<file path="src/rtl/cu_pkg.sv">
// Shared opcodes, T-states and control-word layout for the bus processor sequencer.
// Conditional jumps are built only when CU_COND_JUMP_EN is defined.
package cu_pkg;

  localparam logic [3:0] OP_NOP = 4'h0;
  localparam logic [3:0] OP_LDA = 4'h1;
  localparam logic [3:0] OP_ADD = 4'h2;
  localparam logic [3:0] OP_SUB = 4'h3;
  localparam logic [3:0] OP_STA = 4'h4;
  localparam logic [3:0] OP_LDI = 4'h5;
  localparam logic [3:0] OP_JMP = 4'h6;
  localparam logic [3:0] OP_JC  = 4'h7;
  localparam logic [3:0] OP_JZ  = 4'h8;
  localparam logic [3:0] OP_OUT = 4'hE;
  localparam logic [3:0] OP_HLT = 4'hF;

  localparam logic [2:0] T0 = 3'd0;
  localparam logic [2:0] T1 = 3'd1;
  localparam logic [2:0] T2 = 3'd2;
  localparam logic [2:0] T3 = 3'd3;
  localparam logic [2:0] T4 = 3'd4;

  localparam int CW_PC_EN   = 0;
  localparam int CW_PC_INC  = 1;
  localparam int CW_PC_LD   = 2;
  localparam int CW_MAR_LD  = 3;
  localparam int CW_RAM_EN  = 4;
  localparam int CW_RAM_LD  = 5;
  localparam int CW_IR_LD   = 6;
  localparam int CW_IR_EN   = 7;
  localparam int CW_A_LD    = 8;
  localparam int CW_A_EN    = 9;
  localparam int CW_B_LD    = 10;
  localparam int CW_ALU_EN  = 11;
  localparam int CW_ALU_SUB = 12;
  localparam int CW_FLAGS   = 13;
  localparam int CW_OUT_LD  = 14;
  localparam int CW_W       = 15;

  typedef logic [CW_W-1:0] cw_t;

endpackage

</file>
<file path="src/rtl/cu_decoder.sv">
// Combinational map of (step, opcode, flags) to a control word and end-of-instruction flag.
// JC/JZ decode only when CU_COND_JUMP_EN is defined; otherwise they act as NOP.
module cu_decoder
  import cu_pkg::*;
(
  input  logic [2:0]      step,
  input  logic [3:0]      opcode,
  input  logic            flag_carry,
  input  logic            flag_zero,
  output logic [CW_W-1:0] cw,
  output logic            last_step,
  output logic            hlt
);

`ifndef CU_COND_JUMP_EN
  logic flags_unused;
  assign flags_unused = flag_carry ^ flag_zero;
`endif

  always_comb begin
    cw        = '0;
    last_step = 1'b0;
    hlt       = 1'b0;
    unique case (step)
      T0: begin
        cw[CW_PC_EN]  = 1'b1;
        cw[CW_MAR_LD] = 1'b1;
      end
      T1: begin
        cw[CW_RAM_EN] = 1'b1;
        cw[CW_IR_LD]  = 1'b1;
        cw[CW_PC_INC] = 1'b1;
      end
      default: begin
        // Steps past an instruction's final one fall back to ending it.
        last_step = 1'b1;
        unique case (opcode)
          OP_LDA, OP_STA: begin
            if (step == T2) begin
              cw[CW_IR_EN]  = 1'b1;
              cw[CW_MAR_LD] = 1'b1;
              last_step     = 1'b0;
            end else if (step == T3) begin
              if (opcode == OP_LDA) begin
                cw[CW_RAM_EN] = 1'b1;
                cw[CW_A_LD]   = 1'b1;
              end else begin
                cw[CW_A_EN]   = 1'b1;
                cw[CW_RAM_LD] = 1'b1;
              end
            end
          end
          OP_ADD, OP_SUB: begin
            if (step == T2) begin
              cw[CW_IR_EN]  = 1'b1;
              cw[CW_MAR_LD] = 1'b1;
              last_step     = 1'b0;
            end else if (step == T3) begin
              cw[CW_RAM_EN] = 1'b1;
              cw[CW_B_LD]   = 1'b1;
              last_step     = 1'b0;
            end else if (step == T4) begin
              cw[CW_ALU_EN]  = 1'b1;
              cw[CW_A_LD]    = 1'b1;
              cw[CW_FLAGS]   = 1'b1;
              cw[CW_ALU_SUB] = (opcode == OP_SUB);
            end
          end
          OP_LDI: begin
            cw[CW_IR_EN] = (step == T2);
            cw[CW_A_LD]  = (step == T2);
          end
          OP_JMP: begin
            cw[CW_IR_EN] = (step == T2);
            cw[CW_PC_LD] = (step == T2);
          end
`ifdef CU_COND_JUMP_EN
          OP_JC: begin
            cw[CW_IR_EN] = (step == T2) && flag_carry;
            cw[CW_PC_LD] = (step == T2) && flag_carry;
          end
          OP_JZ: begin
            cw[CW_IR_EN] = (step == T2) && flag_zero;
            cw[CW_PC_LD] = (step == T2) && flag_zero;
          end
`endif
          OP_OUT: begin
            cw[CW_A_EN]   = (step == T2);
            cw[CW_OUT_LD] = (step == T2);
          end
          OP_HLT: begin
            hlt       = (step == T2);
            last_step = (step != T2);
          end
          default: begin
          end
        endcase
      end
    endcase
  end

endmodule

</file>
<file path="src/rtl/control_unit.sv">
// Instruction sequencer: T-state counter, halt latch and reset/halt gating of the control word.
// Build with CU_COND_JUMP_EN defined to enable JC/JZ.
module control_unit
  import cu_pkg::*;
#(
  parameter int MAX_STEPS = 5
) (
  input  logic       clk,
  input  logic       rst,
  input  logic [3:0] ir_opcode,
  input  logic       flag_carry,
  input  logic       flag_zero,
  output logic       pc_enable,
  output logic       pc_inc,
  output logic       pc_load,
  output logic       mar_load,
  output logic       ram_enable,
  output logic       ram_load,
  output logic       ir_load,
  output logic       ir_enable,
  output logic       a_load,
  output logic       a_enable,
  output logic       b_load,
  output logic       alu_enable,
  output logic       alu_sub,
  output logic       flags_load,
  output logic       out_load,
  output logic       halted,
  output logic [2:0] step
);

  localparam int SW = $clog2(MAX_STEPS);
  localparam logic [SW-1:0] LAST = SW'(MAX_STEPS - 1);

  logic [SW-1:0]   cnt;
  logic [SW-1:0]   cnt_nxt;
  logic            halt_q;
  logic            halt_nxt;
  logic [CW_W-1:0] dec_cw;
  logic [CW_W-1:0] cw;
  logic            last_step;
  logic            hlt;

  assign step = 3'(cnt);

  cu_decoder u_dec (
    .step       (step),
    .opcode     (ir_opcode),
    .flag_carry (flag_carry),
    .flag_zero  (flag_zero),
    .cw         (dec_cw),
    .last_step  (last_step),
    .hlt        (hlt)
  );

  always_comb begin
    cnt_nxt  = cnt;
    halt_nxt = halt_q;
    if (!halt_q) begin
      if (hlt) begin
        halt_nxt = 1'b1;
      end else if (last_step || cnt == LAST) begin
        cnt_nxt = '0;
      end else begin
        cnt_nxt = cnt + SW'(1);
      end
    end
  end

  always_ff @(posedge clk or posedge rst) begin
    if (rst) begin
      cnt    <= '0;
      halt_q <= 1'b0;
    end else begin
      cnt    <= cnt_nxt;
      halt_q <= halt_nxt;
    end
  end

  // Gate on rst directly so strobes drop the instant reset asserts.
  assign cw     = (rst || halt_q) ? '0 : dec_cw;
  assign halted = halt_q;

  assign pc_enable  = cw[CW_PC_EN];
  assign pc_inc     = cw[CW_PC_INC];
  assign pc_load    = cw[CW_PC_LD];
  assign mar_load   = cw[CW_MAR_LD];
  assign ram_enable = cw[CW_RAM_EN];
  assign ram_load   = cw[CW_RAM_LD];
  assign ir_load    = cw[CW_IR_LD];
  assign ir_enable  = cw[CW_IR_EN];
  assign a_load     = cw[CW_A_LD];
  assign a_enable   = cw[CW_A_EN];
  assign b_load     = cw[CW_B_LD];
  assign alu_enable = cw[CW_ALU_EN];
  assign alu_sub    = cw[CW_ALU_SUB];
  assign flags_load = cw[CW_FLAGS];
  assign out_load   = cw[CW_OUT_LD];

endmodule

</file>
<file path="config.mk">
export PLATFORM = sky130hd
export DESIGN_NAME = control_unit
export DESIGN_NICKNAME = d
export VERILOG_FILES = /design/src/rtl/cu_pkg.sv /design/src/rtl/cu_decoder.sv /design/src/rtl/control_unit.sv
export SDC_FILE = /design/constraint.sdc
export NUM_CORES = 1
export LEC_CHECK = 0
export ABC_AREA = 1
export CAP_MARGIN = 20
export CORE_MARGIN = 1.5
export CORE_UTILIZATION = 39
export DETAILED_ROUTE_END_ITERATION = 7
export PLACE_DENSITY_LB_ADDON = 0.2
export SLEW_MARGIN = 40
export SYNTH_ARGS = -nofsm -noshare
export SYNTH_HDL_FRONTEND = slang
export SYNTH_HIERARCHICAL = 1
export SYNTH_SLANG_ARGS = --single-unit
</file>
<file path="constraint.sdc">
create_clock -name clk -period 4.26 [get_ports clk]
set_input_delay 0.852 -clock clk [delete_from_list [all_inputs] [get_ports clk]]
set_output_delay 0.852 -clock clk [all_outputs]
set_load 0.03 [all_outputs]
</file>
# After elaboration in Yosys (flattened, before gate mapping)
# Cells that the tools add are included.
dict set report classes {
  add_sub_neg 1
  multipliers 0
  div_mod_pow 0
  order_cmp 0
  eq_ne 13
  shift 0
  mux 39
  bitwise_logic 2
  n_reduce_logical 9
}
# cell count
set op_table {}
lappend op_table {{2-to-1 mux 1 bit} 23}
lappend op_table {{2-to-1 mux 15 bit} 1}
lappend op_table {{equality test 4 x 3 -> 1 bit, second input constant} 3}
lappend op_table {{2-to-1 mux 3 bit} 3}
lappend op_table {{equality test 4 x 2 -> 1 bit, second input constant} 2}
lappend op_table {{equality test 4 bit, second input constant} 2}
lappend op_table {{2-to-1 mux 4 bit} 2}
lappend op_table {{2-to-1 mux 8 bit} 1}
lappend op_table {{one-hot mux 1 bit (2 select lines)} 4}
lappend op_table {{OR reduction 2 bit} 4}
lappend op_table {{equality test 3 x 2 -> 1 bit, second input constant} 2}
lappend op_table {{one-hot mux 1 bit (3 select lines)} 2}
lappend op_table {{equality test 4 x 1 -> 1 bit, second input constant} 1}
lappend op_table {{2-to-1 mux 2 bit} 2}
lappend op_table {{one-hot mux 2 bit (2 select lines)} 1}
lappend op_table {{OR reduction 4 bit} 1}
lappend op_table {{adder 3 x 1 -> 3 bit, second input constant} 1}
lappend op_table {{equality test 3 x 1 -> 1 bit, second input constant} 1}
lappend op_table {{equality test 3 bit, second input constant} 1}
lappend op_table {{logical NOT 3 bit} 1}
lappend op_table {{inequality test 3 x 2 -> 1 bit, second input constant} 1}
lappend op_table {{logical OR 1 bit} 2}
lappend op_table {{inverter 1 bit} 2}
lappend op_table {{AND reduction 2 bit} 1}
dict set report totals {
  reg_bits 4
  latch_bits 0
  mem_bits_rw 0
  rom_bits 0
  in_bits 8
  output_inout_bits 19
  wordCells 66
  mem_count 0
}

# Logic depth before layout (Yosys ltp)
dict set report logic_depth {
  word_depth 7
  depth_mapped 13
  mapped_depth_nobuf 13
}

# Modules after synthesis
# Netlist, hierarchy kept.
# mod instances cells_each area_per_inst_um2 seq_area_each_um2
set by_module_without_submodules {}
lappend by_module_without_submodules {control_unit 1 60 389.1 100.1}
lappend by_module_without_submodules {cu_decoder 1 61 299.0 0.0}

# Worst setup path after synthesis
# No wires, ideal clock.
dict set report synth_timing {
  path_type {input port to output port}
  from {input port ir_opcode[2]}
  to {output port flags_load}
  t_arrival_ns 1.898
  required_ns 3.408
  setup_slack_ns 1.510
  stages 8
  path_buffers 1
  path_cell_list {nor2_2 inv_2 nor2_2 nand4_2 inv_1 buf_4 inv_1 nor2_1}
}
dict set report synth_via {
  elab_chain_len 5
}
# item line_no
set synth_lines {}
lappend synth_lines {{from (decl)} control_unit.sv:10} ;# input logic [3:0] ir_opcode,
lappend synth_lines {{equality test 4 x 2 -> 1 bit} cu_decoder.sv:37} ;# unique case (opcode)
lappend synth_lines {{OR reduction 2 bit *} cu_decoder.sv:37}
lappend synth_lines {{2-to-1 mux 4 bit *} cu_decoder.sv:37}
lappend synth_lines {{2-to-1 mux 8 bit *} cu_decoder.sv:24} ;# unique case (step)
lappend synth_lines {{net dec_cw[13]} control_unit.sv:39} ;# logic [CW_W-1:0] dec_cw;
lappend synth_lines {{2-to-1 mux 15 bit *} control_unit.sv:81} ;# assign cw = (rst || halt_q) ? '0 : dec_cw;
lappend synth_lines {{to (decl)} control_unit.sv:26} ;# output logic flags_load,
# The timed path passes the listed nets; every way through them passes the cells marked *.

# Worst setup path after layout
dict set report layout_timing {
  from {input port ir_opcode[3]}
  to {output port alu_sub}
}
dict set report layout_via {
  elab_chain_len 7
}
# item line_no
set layout_lines {}
lappend layout_lines {{equality test 4 x 2 -> 1 bit} {cu_decoder.sv:37, cu_decoder.sv:66}}
lappend layout_lines {{2-to-1 mux 3 bit} cu_decoder.sv:62} ;# end else if (step == T4) begin
lappend layout_lines {{2-to-1 mux 3 bit} cu_decoder.sv:58} ;# end else if (step == T3) begin
lappend layout_lines {{2-to-1 mux 4 bit} cu_decoder.sv:54} ;# if (step == T2) begin
lappend layout_lines {{2-to-1 mux 4 bit *} cu_decoder.sv:37}
lappend layout_lines {{2-to-1 mux 8 bit *} cu_decoder.sv:24}
lappend layout_lines {{net dec_cw[12]} control_unit.sv:39}
lappend layout_lines {{2-to-1 mux 15 bit *} control_unit.sv:81}
lappend layout_lines {{to (decl)} control_unit.sv:25} ;# output logic alu_sub,
# Marked as above.

==> key figures <==
STA
  – Relative slew margins: 53.3%
  – Actual slew at the worst max-slew pin: roughly 700 ps
  – Setup TNS: 0 ps
  – Final setup viols: 0
  – Tmin final: approximately 3700 ps
  – FMAX: 273 MHz
  – Final Max Slew Viols: 0
  – Endpoints failing hold: 0
  – Tcrit/Tclk final: 86.1%
  – RSZ-0062 raised after global routing: no
  – Worst clock skew: 4.24 ps

GRT
  – First-pass GRT wire length: 2450 um
  – Initial antenna violation count: 0
  – Largest net degree at the start of global routing: 16
  – Overall Global Routing Usage: 15.7%
  – Overflow after GRT: 0
  – Vias in the first global route: 631

Clock network
  – Hold Buf Count CTS: 0
  – Max Buffers Root-to-Sink: 2
  – TritonCTS Buffers: 3
  – Clk sink count: 4
  – CTS clk-pin slew, worst paths: 40 ps
  – Clock latency on the worst-skew pair: 230 ps
  – Setup bufs post-CTS: 0
  – H-tree depth: 1
  – Gates resized, CTS repair: 0
  – CTS tree: yes
  – Root Driver: clkbuf_4

Placed design
  – DP HPWL: 1190 um
  – Placed insts: 157
  – Port bufs: 24
  – RD Place Congestion: 0.831
  – Cell Area, Placed: about 900 sq um

Cells and area
  – Post-Layout Cell Count: 160
  – Final core occ: 58.7%
  – Area grow syn2layout: 34.4%
  – # diodes: 0
  – Cell area after layout: 925 sq um
  – Layout cells sized above 1: 16.7%
  – Fill cells: 173
  – Fin nets: 156

Logic synthesis
  – Yosys top cell by area: inv_1
  – Cells after Synth: about 120
  – Leading cell types by count after synthesis: 31 x inv_1, 23 x nand2_1, 18 x nor2_1
  – Avg Cell Area, Syn: 5.69 sq um
  – Share of the synthesized area in the top cell type: ~17%
  – Post-synth EDFFs: 0
  – Fraction of synthesis flops using an asynchronous set or reset pin: 100%
  – Yosys reg bits: 4
  – Top FF cell, synth: dfrtp_1
  – Yosys Warn Count: 6
  – Post-Syn Area: 688 sq um
  – Most common cell in the netlist: inv_1
  – Register area share after synthesis: 14.5%
  – Post-synthesis cell type count: 22
  – Post-Syn Nets: 131
  – Top cells by area, synth: inv_1 17%, dfrtp_1 15%, nand2_1 13%

Routing
  – DR WL/cell: about 8.9 um
  – M1 wire length: 662 um
  – DRC Markers: 0
  – DR pass1 iterations: 4
  – Iteration-0 DRC Markers: 15
  – Antenna-violating nets left: 0
  – Total Wirelength: 1420 um
  – Length of routed met3 wiring: around 100 um
  – DR vias: 730
  – Vias/cell: 4.56
  – Top layer in use: met3
  – Met2 wire length: roughly 660 um

Floorplan
  – Die Area: 0.00203 sq mm
  – # IOs: 27
  – Core area: 0.00158 sq mm
  – Row count: 14
  – Starting Density: a little over two fifths
  – Die span in x: 45.0 um
  – Die Y: 45.0 um

Setup path
  – Worst setup SP type: input pin
  – Req. time, crit path: between 3000 and 4000 ps
  – CP top delay family: buffers and inverters
  – Worst Path Class, Setup: input pin to primary output
  – Crit-path cells: clkdlybuf4s50_1, nor2_2, inv_2, nor2_2, nand4_2, nor2_1, inv_1, nor2_1, clkdlybuf4s50_1
  – Buf/Inv on CP: 4
  – Critical Path AT: 2820 ps
  – CP max FO: 5
  – Critical Path Max Stage Delay: between 600 and 700 ps
  – CP endpoint kind: primary output
  – Slowest cell on crit path: clkdlybuf4s50_1

Power
  – Static Leak: 0.429 nW
  – Pwr/cell area: 469 mW/mm^2
  – Max VDD drop: 0.000450 V

Run
  – Max cap viols: 0

Min path
  – Worst min path class: register to register

Status
  – Outcome: finished clean
-- state kept, by name (all words and copies together), names as in the netlist --
register / count
halted: 1
step: 3
-- through the flow --
step	hold WS [ps]	setup WS, ps	total power [mW]
final	595	591	0.434
after global routing	636	447	0.477
after CTS	592	581	0.440
after detailed placement	583	584	0.390
after global placement	564	609	0.385
after floorplan	618	1510	0.318
-- final cells by class --
| type | count | area, sq um | share of cell area [%] |
|---|---|---|---|
| inverter | 35 | 131 | 14.2 |
| sequential | 4 | 100 | 10.8 |
| clock buffer | 3 | 22.5 | 2.44 |
| timing repair buffer | 24 | 240 | 26.0 |
| tap | 16 | 20.0 | 2.17 |
| multi-input combinational | 78 | 410 | 44.4 |
-- path summary, 6_finish.rpt --
path	from	end	slack [ps]	cells past startpoint
worst max-delay path	ir_opcode[3]	alu_sub	590	9
worst max register to register	step[2]$_DFFE_PP0P_	step[2]$_DFFE_PP0P_	2670	13
max in group asynchronous	rst	step[2]$_DFFE_PP0P_	3280	2
worst min register to register	step[0]$_DFFE_PP0P_	step[0]$_DFFE_PP0P_	590	2
min in group asynchronous	rst	step[1]$_DFFE_PP0P_	820	2
worst min-delay path	step[0]$_DFFE_PP0P_	step[0]$_DFFE_PP0P_	590	2
-- worst reg2reg max path: stages (launching register included) --
cell	delay, ps
dfrtp_1	510
inv_1	150
nand2_1	130
nand3_1	80
nand2_1	90
inv_1	40
nand3_1	70
nand2_1	70
inv_1	50
inv_1	30
nand2_1	90
inv_1	50
nand3_1	80
nand2_1	50
-- metal layers --
layer  vias up  global-route usage (%)
met2        27                    27.4
met3         0                    4.80
met1       305                    20.1
met5         -                       0
met4         0                       0
li1        398                       -
-- power breakdown --
group          switching (mW)  internal [mW]
Sequential             0.0256         0.0547
Combinational           0.196          0.110
Clock                  0.0157         0.0315
Total                   0.237          0.197
-- placed cells by master (no fill, tap or decap), drive strengths merged, types with 2 or more instances in the layout --
cell type	count
clkbuf	3
ha	2
nor2	31
nand3	9
inv	35
o21ai	3
clkdlybuf4s50	24
dfrtp	4
o22ai	2
nand2	25
-- logic make-up (layout without fill, tap and decap cells) --
kind of cell               after synthesis  count (layout)  synth area share (%)
DFF                                      4               4                  14.5
and+or+nand+nor                         69              69                  50.2
adders and majority gates                2               2                  3.64
AOI/OAI and AO/OA                        7               7                  5.82
buffers and inverters                   39              62                  25.8
Note: power is estimated with default switching activity, not from simulation.
